**config.mk**
```make
export PLATFORM = sky130hd
export DESIGN_NAME = uart_tx
export DESIGN_NICKNAME = d
export VERILOG_FILES = /design/src/rtl/uart_tx.sv
export SDC_FILE = /design/constraint.sdc
export NUM_CORES = 1
export LEC_CHECK = 0
export CORE_MARGIN = 2
export CORE_UTILIZATION = 45
export CTS_CLUSTER_SIZE = 28
export DETAILED_ROUTE_END_ITERATION = 8
export PLACE_DENSITY = 0.79
export SLEW_MARGIN = 0
export SYNTH_ARGS = -nofsm -noshare
export SYNTH_HDL_FRONTEND = slang
export SYNTH_SLANG_ARGS = --single-unit
```
**constraint.sdc**
```tcl
create_clock -name clk -period 1.5 [get_ports clk]
set_input_delay 0.375 -clock clk [delete_from_list [all_inputs] [get_ports clk]]
set_output_delay 0.375 -clock clk [all_outputs]
set_load 0.005 [all_outputs]
```
**src/rtl/uart_tx.sv**
```systemverilog
// -----------------------------------------------------------------------------
// uart_tx -- asynchronous serial transmitter (start, data LSB first, optional
// parity, 1..2 stop bits). Bit timing is taken from an external baud clock
// that is only sampled in the clk domain; a rising edge of clk_bd gives one
// baud tick.
//
// Parameters
//   DATA_BITS  : data bits per frame (5..8)
//   PARITY_EN  : 1 inserts a parity bit after the data bits
//   PARITY_ODD : 1 selects odd parity, 0 even (only used with PARITY_EN=1)
//   STOP_BITS  : number of stop bits (1..2)
//
// Ports
//   clk      : system clock
//   rst      : synchronous active-high reset
//   clk_bd   : baud clock, sampled as data
//   tx_start : frame request, accepted only while idle
//   tx_data  : frame payload, captured on acceptance
//   tx       : registered serial line, idle high
//   tx_busy  : high while a frame is in progress
//   tx_done  : one-cycle pulse when the last stop bit has completed
// -----------------------------------------------------------------------------
module uart_tx #(
  parameter int DATA_BITS  = 8,
  parameter int PARITY_EN  = 0,
  parameter int PARITY_ODD = 0,
  parameter int STOP_BITS  = 1
) (
  input  logic                 clk,
  input  logic                 rst,
  input  logic                 clk_bd,
  input  logic                 tx_start,
  input  logic [DATA_BITS-1:0] tx_data,
  output logic                 tx,
  output logic                 tx_busy,
  output logic                 tx_done
);

  localparam int IDX_W = $clog2(DATA_BITS);
  localparam logic [IDX_W-1:0] LAST_IDX  = IDX_W'(DATA_BITS - 1);
  localparam logic             STOP_LAST = 1'(STOP_BITS - 1);
  localparam logic             ODD_BIT   = 1'(PARITY_ODD);

  localparam logic [2:0] S_IDLE   = 3'd0;
  localparam logic [2:0] S_SYNC   = 3'd1;
  localparam logic [2:0] S_START  = 3'd2;
  localparam logic [2:0] S_DATA   = 3'd3;
  localparam logic [2:0] S_PARITY = 3'd4;
  localparam logic [2:0] S_STOP   = 3'd5;

  logic [2:0]           state_q,    state_d;
  logic                 tx_q,       tx_d;
  logic                 tx_done_q,  tx_done_d;
  logic [IDX_W-1:0]     bit_idx_q,  bit_idx_d;
  logic                 stop_cnt_q, stop_cnt_d;
  logic [DATA_BITS-1:0] shift_q,    shift_d;
  logic                 parity_q,   parity_d;
  logic                 clk_bd_q;
  logic                 tick;

  // Rising edge of the sampled baud clock. clk_bd_q resets high so a baud
  // clock that is already high when reset is released is not seen as an edge.
  assign tick = clk_bd & ~clk_bd_q;

  always_comb begin
    state_d    = state_q;
    tx_d       = tx_q;
    tx_done_d  = 1'b0;
    bit_idx_d  = bit_idx_q;
    stop_cnt_d = stop_cnt_q;
    shift_d    = shift_q;
    parity_d   = parity_q;

    case (state_q)
      S_IDLE: begin
        if (tx_start) begin
          shift_d    = tx_data;
          // Parity is taken from the captured payload, so later changes on
          // tx_data cannot leak into the frame.
          parity_d   = (^tx_data) ^ ODD_BIT;
          bit_idx_d  = '0;
          stop_cnt_d = 1'b0;
          state_d    = S_SYNC;
        end
      end
      // Waiting for a baud edge keeps the start bit exactly one period long.
      S_SYNC: begin
        if (tick) begin
          tx_d    = 1'b0;
          state_d = S_START;
        end
      end
      S_START: begin
        if (tick) begin
          tx_d      = shift_q[0];
          bit_idx_d = '0;
          state_d   = S_DATA;
        end
      end
      S_DATA: begin
        if (tick) begin
          if (bit_idx_q != LAST_IDX) begin
            // The bit on the line is always shift_q[0]; shifting right puts
            // the next one there.
            bit_idx_d = bit_idx_q + 1'b1;
            tx_d      = shift_q[1];
            shift_d   = shift_q >> 1;
          end else if (PARITY_EN != 0) begin
            tx_d    = parity_q;
            state_d = S_PARITY;
          end else begin
            tx_d       = 1'b1;
            stop_cnt_d = 1'b0;
            state_d    = S_STOP;
          end
        end
      end
      S_PARITY: begin
        if (tick) begin
          tx_d       = 1'b1;
          stop_cnt_d = 1'b0;
          state_d    = S_STOP;
        end
      end
      S_STOP: begin
        if (tick) begin
          if (stop_cnt_q != STOP_LAST) begin
            stop_cnt_d = stop_cnt_q + 1'b1;
          end else begin
            // Back in IDLE during the tx_done cycle, so a pending request is
            // taken immediately and frames can run back to back.
            state_d   = S_IDLE;
            tx_done_d = 1'b1;
          end
        end
      end
      default: begin
        state_d = S_IDLE;
        tx_d    = 1'b1;
      end
    endcase
  end

  always_ff @(posedge clk) begin
    if (rst) begin
      state_q    <= S_IDLE;
      tx_q       <= 1'b1;
      tx_done_q  <= 1'b0;
      bit_idx_q  <= '0;
      stop_cnt_q <= 1'b0;
      shift_q    <= '0;
      parity_q   <= 1'b0;
      clk_bd_q   <= 1'b1;
    end else begin
      state_q    <= state_d;
      tx_q       <= tx_d;
      tx_done_q  <= tx_done_d;
      bit_idx_q  <= bit_idx_d;
      stop_cnt_q <= stop_cnt_d;
      shift_q    <= shift_d;
      parity_q   <= parity_d;
      clk_bd_q   <= clk_bd;
    end
  end

  assign tx      = tx_q;
  assign tx_done = tx_done_q;
  assign tx_busy = (state_q != S_IDLE);

endmodule
```
Yosys cells after proc, flatten, opt, wreduce, memory -nomap -nowiden
Index checks and enable logic that the tools add are counted.
W data, S select, Z words.
Storage, ports and cells
  output and inout bits: 3
  logic and storage cells: 72
  input port bits: 12
  register bits after elaboration: 18
Cells by class
  reductions and logical operators: 12
  mux-type cells: 31
  equal/unequal tests: 15
  bitwise logic cells: 5
  $add $sub $neg: 2
Operator list (count)
  $mux W3: 12
  $mux W8: 3
  $ne A2 B2 Y1 const B: 9
  $pmux W3 S6: 1
  $pmux W8 S2: 1
  $mux W1: 11
  $reduce_and A5 Y1: 2
  $pmux W3 S3: 1
  $reduce_and A8 Y1: 1
  $eq A3 B2 Y1 const B: 2
  $eq A3 B3 Y1 const B: 2
  $reduce_and A6 Y1: 1
  $reduce_bool A3 Y1: 2
  $pmux W1 S5: 1
  $not A1 Y1: 4
  $pmux W1 S4: 1
  $reduce_and A4 Y1: 1
  $reduce_bool A4 Y1: 1
  $add A3 B1 Y3 const B: 1
  $eq A3 B1 Y1 const B: 1
  $logic_not A3 Y1: 1
  $ne A3 B3 Y1 const B: 1
  $reduce_or A3 Y1: 1
  $reduce_bool A2 Y1: 1
  other kinds (3): 3

Depth between registers and ports, before layout
  depth in word-level cells: 4
  mapped depth: 6

Worst setup path before layout
No wires, ideal clock.
  kind: flip-flop to flip-flop
  start: reg bit_idx_q[0]
  end: reg bit_idx_q[0]
  library setup time: 0.130 ns
  slack: -0.146 ns
  cell stages (with the launch flop): 7
  required time: 1.370 ns
  clock period less this slack: 1.646 ns
  data arrival time: 1.516 ns
  buffers on the path: 0
  cell sequence: dfxtp_1 -> ha_1 -> ha_1 -> nand2b_1 -> a221oi_2 -> mux2i_1 -> nor2_1
Between the ends
  cells in the longest elaborated chain, start to end: 4
Ends and longest elaborated chain
  from (decl): RTL line 54  | logic [IDX_W-1:0] bit_idx_q, bit_idx_d;
  from (signal assigned): RTL line 158  | bit_idx_q <= bit_idx_d;
  $add A3 B1 Y3: RTL line 105  | bit_idx_d = bit_idx_q + 1'b1;
  $mux W3: RTL line 102  | if (bit_idx_q != LAST_IDX) begin
  $mux W3: RTL line 101  | if (tick) begin
  $pmux W3 S3: RTL line 74  | case (state_q)
Parallel ways exist; a longest one is shown, timed or not. The select of a mux whose other input is x is not followed.
A chain may end at the register's enable or synchronous reset.

Worst setup path in the final report
  start: in clk_bd
  end: reg bit_idx_q[1]
Between the ends
  cells in the longest elaborated chain, start to end: 3
Ends and longest elaborated chain
  from (decl): RTL line 31  | input logic clk_bd,
  $and A1 B1 Y1 *: RTL line 63  | assign tick = clk_bd & ~clk_bd_q;
  $ne A2 B2 Y1 (no source line)
  $reduce_and A5 Y1 (no source line) *
Every way passes the cells marked *; elsewhere a longest branch is shown, timed or not.

==> flow_summary.yaml <==
floorplan:
  die_y_um: 48.2
  dieArea_um2: 2320
  ios: 15
  rows: 15
  start_util_pct: 49.3
  die_w_um: 48.2
  coreArea_um2: 1780
power_and_ir_drop:
  p_clk_share_pct: 26.6
  p_sw_share_pct: 27.4
  p_total_mw: 0.958
  pwr-share-comb_pct: 22.1
  p_per_area_nw_per_um2: 726
  p_leak_nw: 0.593
  cell_internal_pwr_mw: 0.695
  peakVddDrop_uv: 454
  switching_power_mw: 0.262
  seqPwrFrac_pct: 51.3
min_path:
  hold_depth: 2
  hp-start: "shift_q[4]$_SDFFE_PP0P_"
  hold_path_class: "flip-flop to flip-flop"
  holdPathEnd: "shift_q[4]$_SDFFE_PP0P_"
final_layout:
  num_antenna_cells: 0
  multi_input_area_um2: 586
  drive_above_1_share_pct: 39.5
  fin_cells: 154
  utilization_pct: 74.0
  nets: 144
  seqCellArea_um2: 348
  filler_cell_count: 135
  area_growth_pct: 49.9
yosys:
  synth_edf_count: 0
  synth-seq-area-share_pct: 38.7
  synth_top_flop_cell: "dfxtp_1"
  synthTopCellsByArea: "dfxtp_1 (39%), mux2i_1 (13%), nor2_1 (6.4%), a211oi_1 (4.3%), a211oi_2 (2.8%)"
  yosysMostFrequentCell: "dfxtp_1"
  postSynthAreaPerCell_um2: 9.36
  synth_common_cells: "dfxtp_1 (17), nor2_1 (15), mux2i_1 (11)"
  synthArstFlopShare_pct: 0
  synth_seq_cells: 17
  yosys.area.top_type: "dfxtp_1"
  yosysWarnings: 0
  synth_cell_types: 29
  syn_area_um2: 880
  synth_top_area_share_pct: 38.7
  syn-num-nets: 108
  synthCells: 94
clock_tree:
  clk_latency_ns: 0.30
  ctsLongestPathBuffers: 2
  holdBufCountCts: 0
  cts_tree: "built"
  cts_buffers: 3
  cts_root_buf: "clkbuf_4"
  htreeDepth: 1
  clk_pin_slew_ns: 0.11
  cts_num_sinks: 17
drt:
  via_count: 809
  first_iter_violations: 9
  avgViaCountPerCell: 5.25
  ant_nets: 0
  drt_pass1_iterations: 5
  wl_per_cell_um: 13.3
  remaining_drc_errors: 0
  routed_wirelength_mm: 2.05
run_status:
  violations: "setup timing"
  outcome: "finished, violations left"
global_routing:
  grt.total_usage_pct: 20.3
  grt_pass1_wl_mm: 3.25
  antenna_found_initial: 0
  overflow: 0
  grt_pass1_vias: 773
  grt_start_max_net_pins: 11
timing:
  maxSlewViolCount: 0
  hold_viol_final: 0
  setup_viol: 10
  period_share_pct: 103
  finalClockSkew_ns: 0.00809
  finalCriticalPeriod_ns: 1.54
  max_freq_mhz: 650
  holdWs_ns: 0.508
  slew_headroom_pct: 78.7
  fin_ws_ns: -0.0384
  tightest_slew_ns: 0.319
  rsz0062_at_grt: "yes"
run:
  drv_cap: 0
critical_path:
  crit_path_start_kind: "input pin"
  r2r_slack_ns: -0.04
  rr_startpoint: "state_q[0]$_SDFFE_PP0P_"
  cp_data_arrival_time_ns: 1.74
  endpoint_kind: "flip-flop"
  crit_path_cell_trace: "clkdlybuf4s50_1 -> nand2b_4 -> a221oi_4 -> mux2i_1 -> nor2_1"
  slowest_delay_ns: 0.59
  crit_slowest_cell: "clkdlybuf4s50_1"
  worstReg2RegEnd: "shift_q[5]$_SDFFE_PP0P_"
  crit_family: "buffers and inverters"
  r2r_cells: 6
  cp_max_fo: 4
  critPathKind: "input pin to flip-flop"
  cp.required_ns: 1.70
  crit_buf_inv: 1
place:
  hpwl_mm: 1.38
  gp_congestion: 0.825
  placed_cells: 141
  port_buffers: 14
layer usage:
metal | wire length [um] | track usage (%) | vias up
met4 | 29 | 9.19 | 0
met5 | 0 | 0 | -
met1 | 916 | 22.2 | 375
met2 | 1040 | 36.6 | 14
met3 | 63 | 5.19 | 4
li1 | - | - | 416
worst max path at each step:
stage / startpoint / end / cells after the start
2_1_floorplan: state_q[1]$_SDFFE_PP0P_ / shift_q[1]$_SDFFE_PP0P_ / 5
3_3_place_gp: clk_bd / shift_q[6]$_SDFFE_PP0P_ / 5
3_5_place_dp: clk_bd / shift_q[0]$_SDFFE_PP0P_ / 5
4_1_cts: state_q[0]$_SDFFE_PP0P_ / shift_q[5]$_SDFFE_PP0P_ / 6
5_1_grt: state_q[0]$_SDFFE_PP0P_ / shift_q[4]$_SDFFE_PP0P_ / 6
6_report: clk_bd / bit_idx_q[1]$_SDFFE_PP0P_ / 5
logic make-up after synthesis:
| logic type | count (synthesis) | share of synthesized area [%] |
|---|---|---|
| adders and majority gates | 2 | 2.84 |
| DFF | 17 | 38.7 |
| buffers and inverters | 7 | 3.98 |
| muxes | 11 | 12.5 |
| AOI/OAI and AO/OA | 21 | 19.9 |
| and+or+nand+nor | 36 | 22.0 |
power by group through the flow:
stage                     logic (mW)  clock network, mW  registers [mW]
after floorplan                0.100                  0           0.499
after global routing           0.229              0.282           0.494
after global placement         0.167                  0           0.501
after CTS                      0.211              0.255           0.489
final                          0.212              0.255           0.491
after detailed placement       0.172                  0           0.501
state kept, by name, indices dropped and copies added, names as in the netlist:
register	cells
state_q	3
bit_idx_q	3
tx_done	1
clk_bd_q	1
tx	1
shift_q	8
tightest hold or removal path, cell delays in order, from the launching register on:
cell and delay (ns):
dfxtp_1 0.32, nor2_1 0.10, a211oi_1 0.05
through the flow:
step	setup TNS, ns	instance area [um2]	worst slack [ns]
CTS	-0.222	1310	-0.0327
global route	-0.806	1320	-0.109
finish	-0.241	1320	-0.0384
floorplan	0	913	0.00359
global placement	-4.64	1160	-0.397
detailed placement	-5.43	1160	-0.497
layout make-up:
| class | count | share of cell area [%] |
|---|---|---|
| Clock inverter | 1 | 0.380 |
| Timing Repair Buffer | 38 | 24.8 |
| Multi-Input combinational cell | 70 | 44.4 |
| Sequential cell | 17 | 26.4 |
| Clock buffer | 3 | 1.71 |
| Tap cell | 25 | 2.37 |
cells in the final DEF, fill, tap and decap left out, drive strengths merged, types with 3 or more instances in the layout:
cell,count
a21oi,5
mux2i,11
dfxtp,17
nor3,4
clkdlybuf4s50,10
nor2b,3
nand3b,3
clkbuf,3
nor2,15
a211oi,7
buf,25
repair_timing:
item | 4_1_cts | 5_1_grt
pin swaps | 12 | 0
resized for setup | 24 | 3
setup buffers | 9 | 0
setup endpoints to repair | 13 | 14
hold endpoints to repair | 0 | 0
No activity file was read; power rests on OpenSTA's default activity.
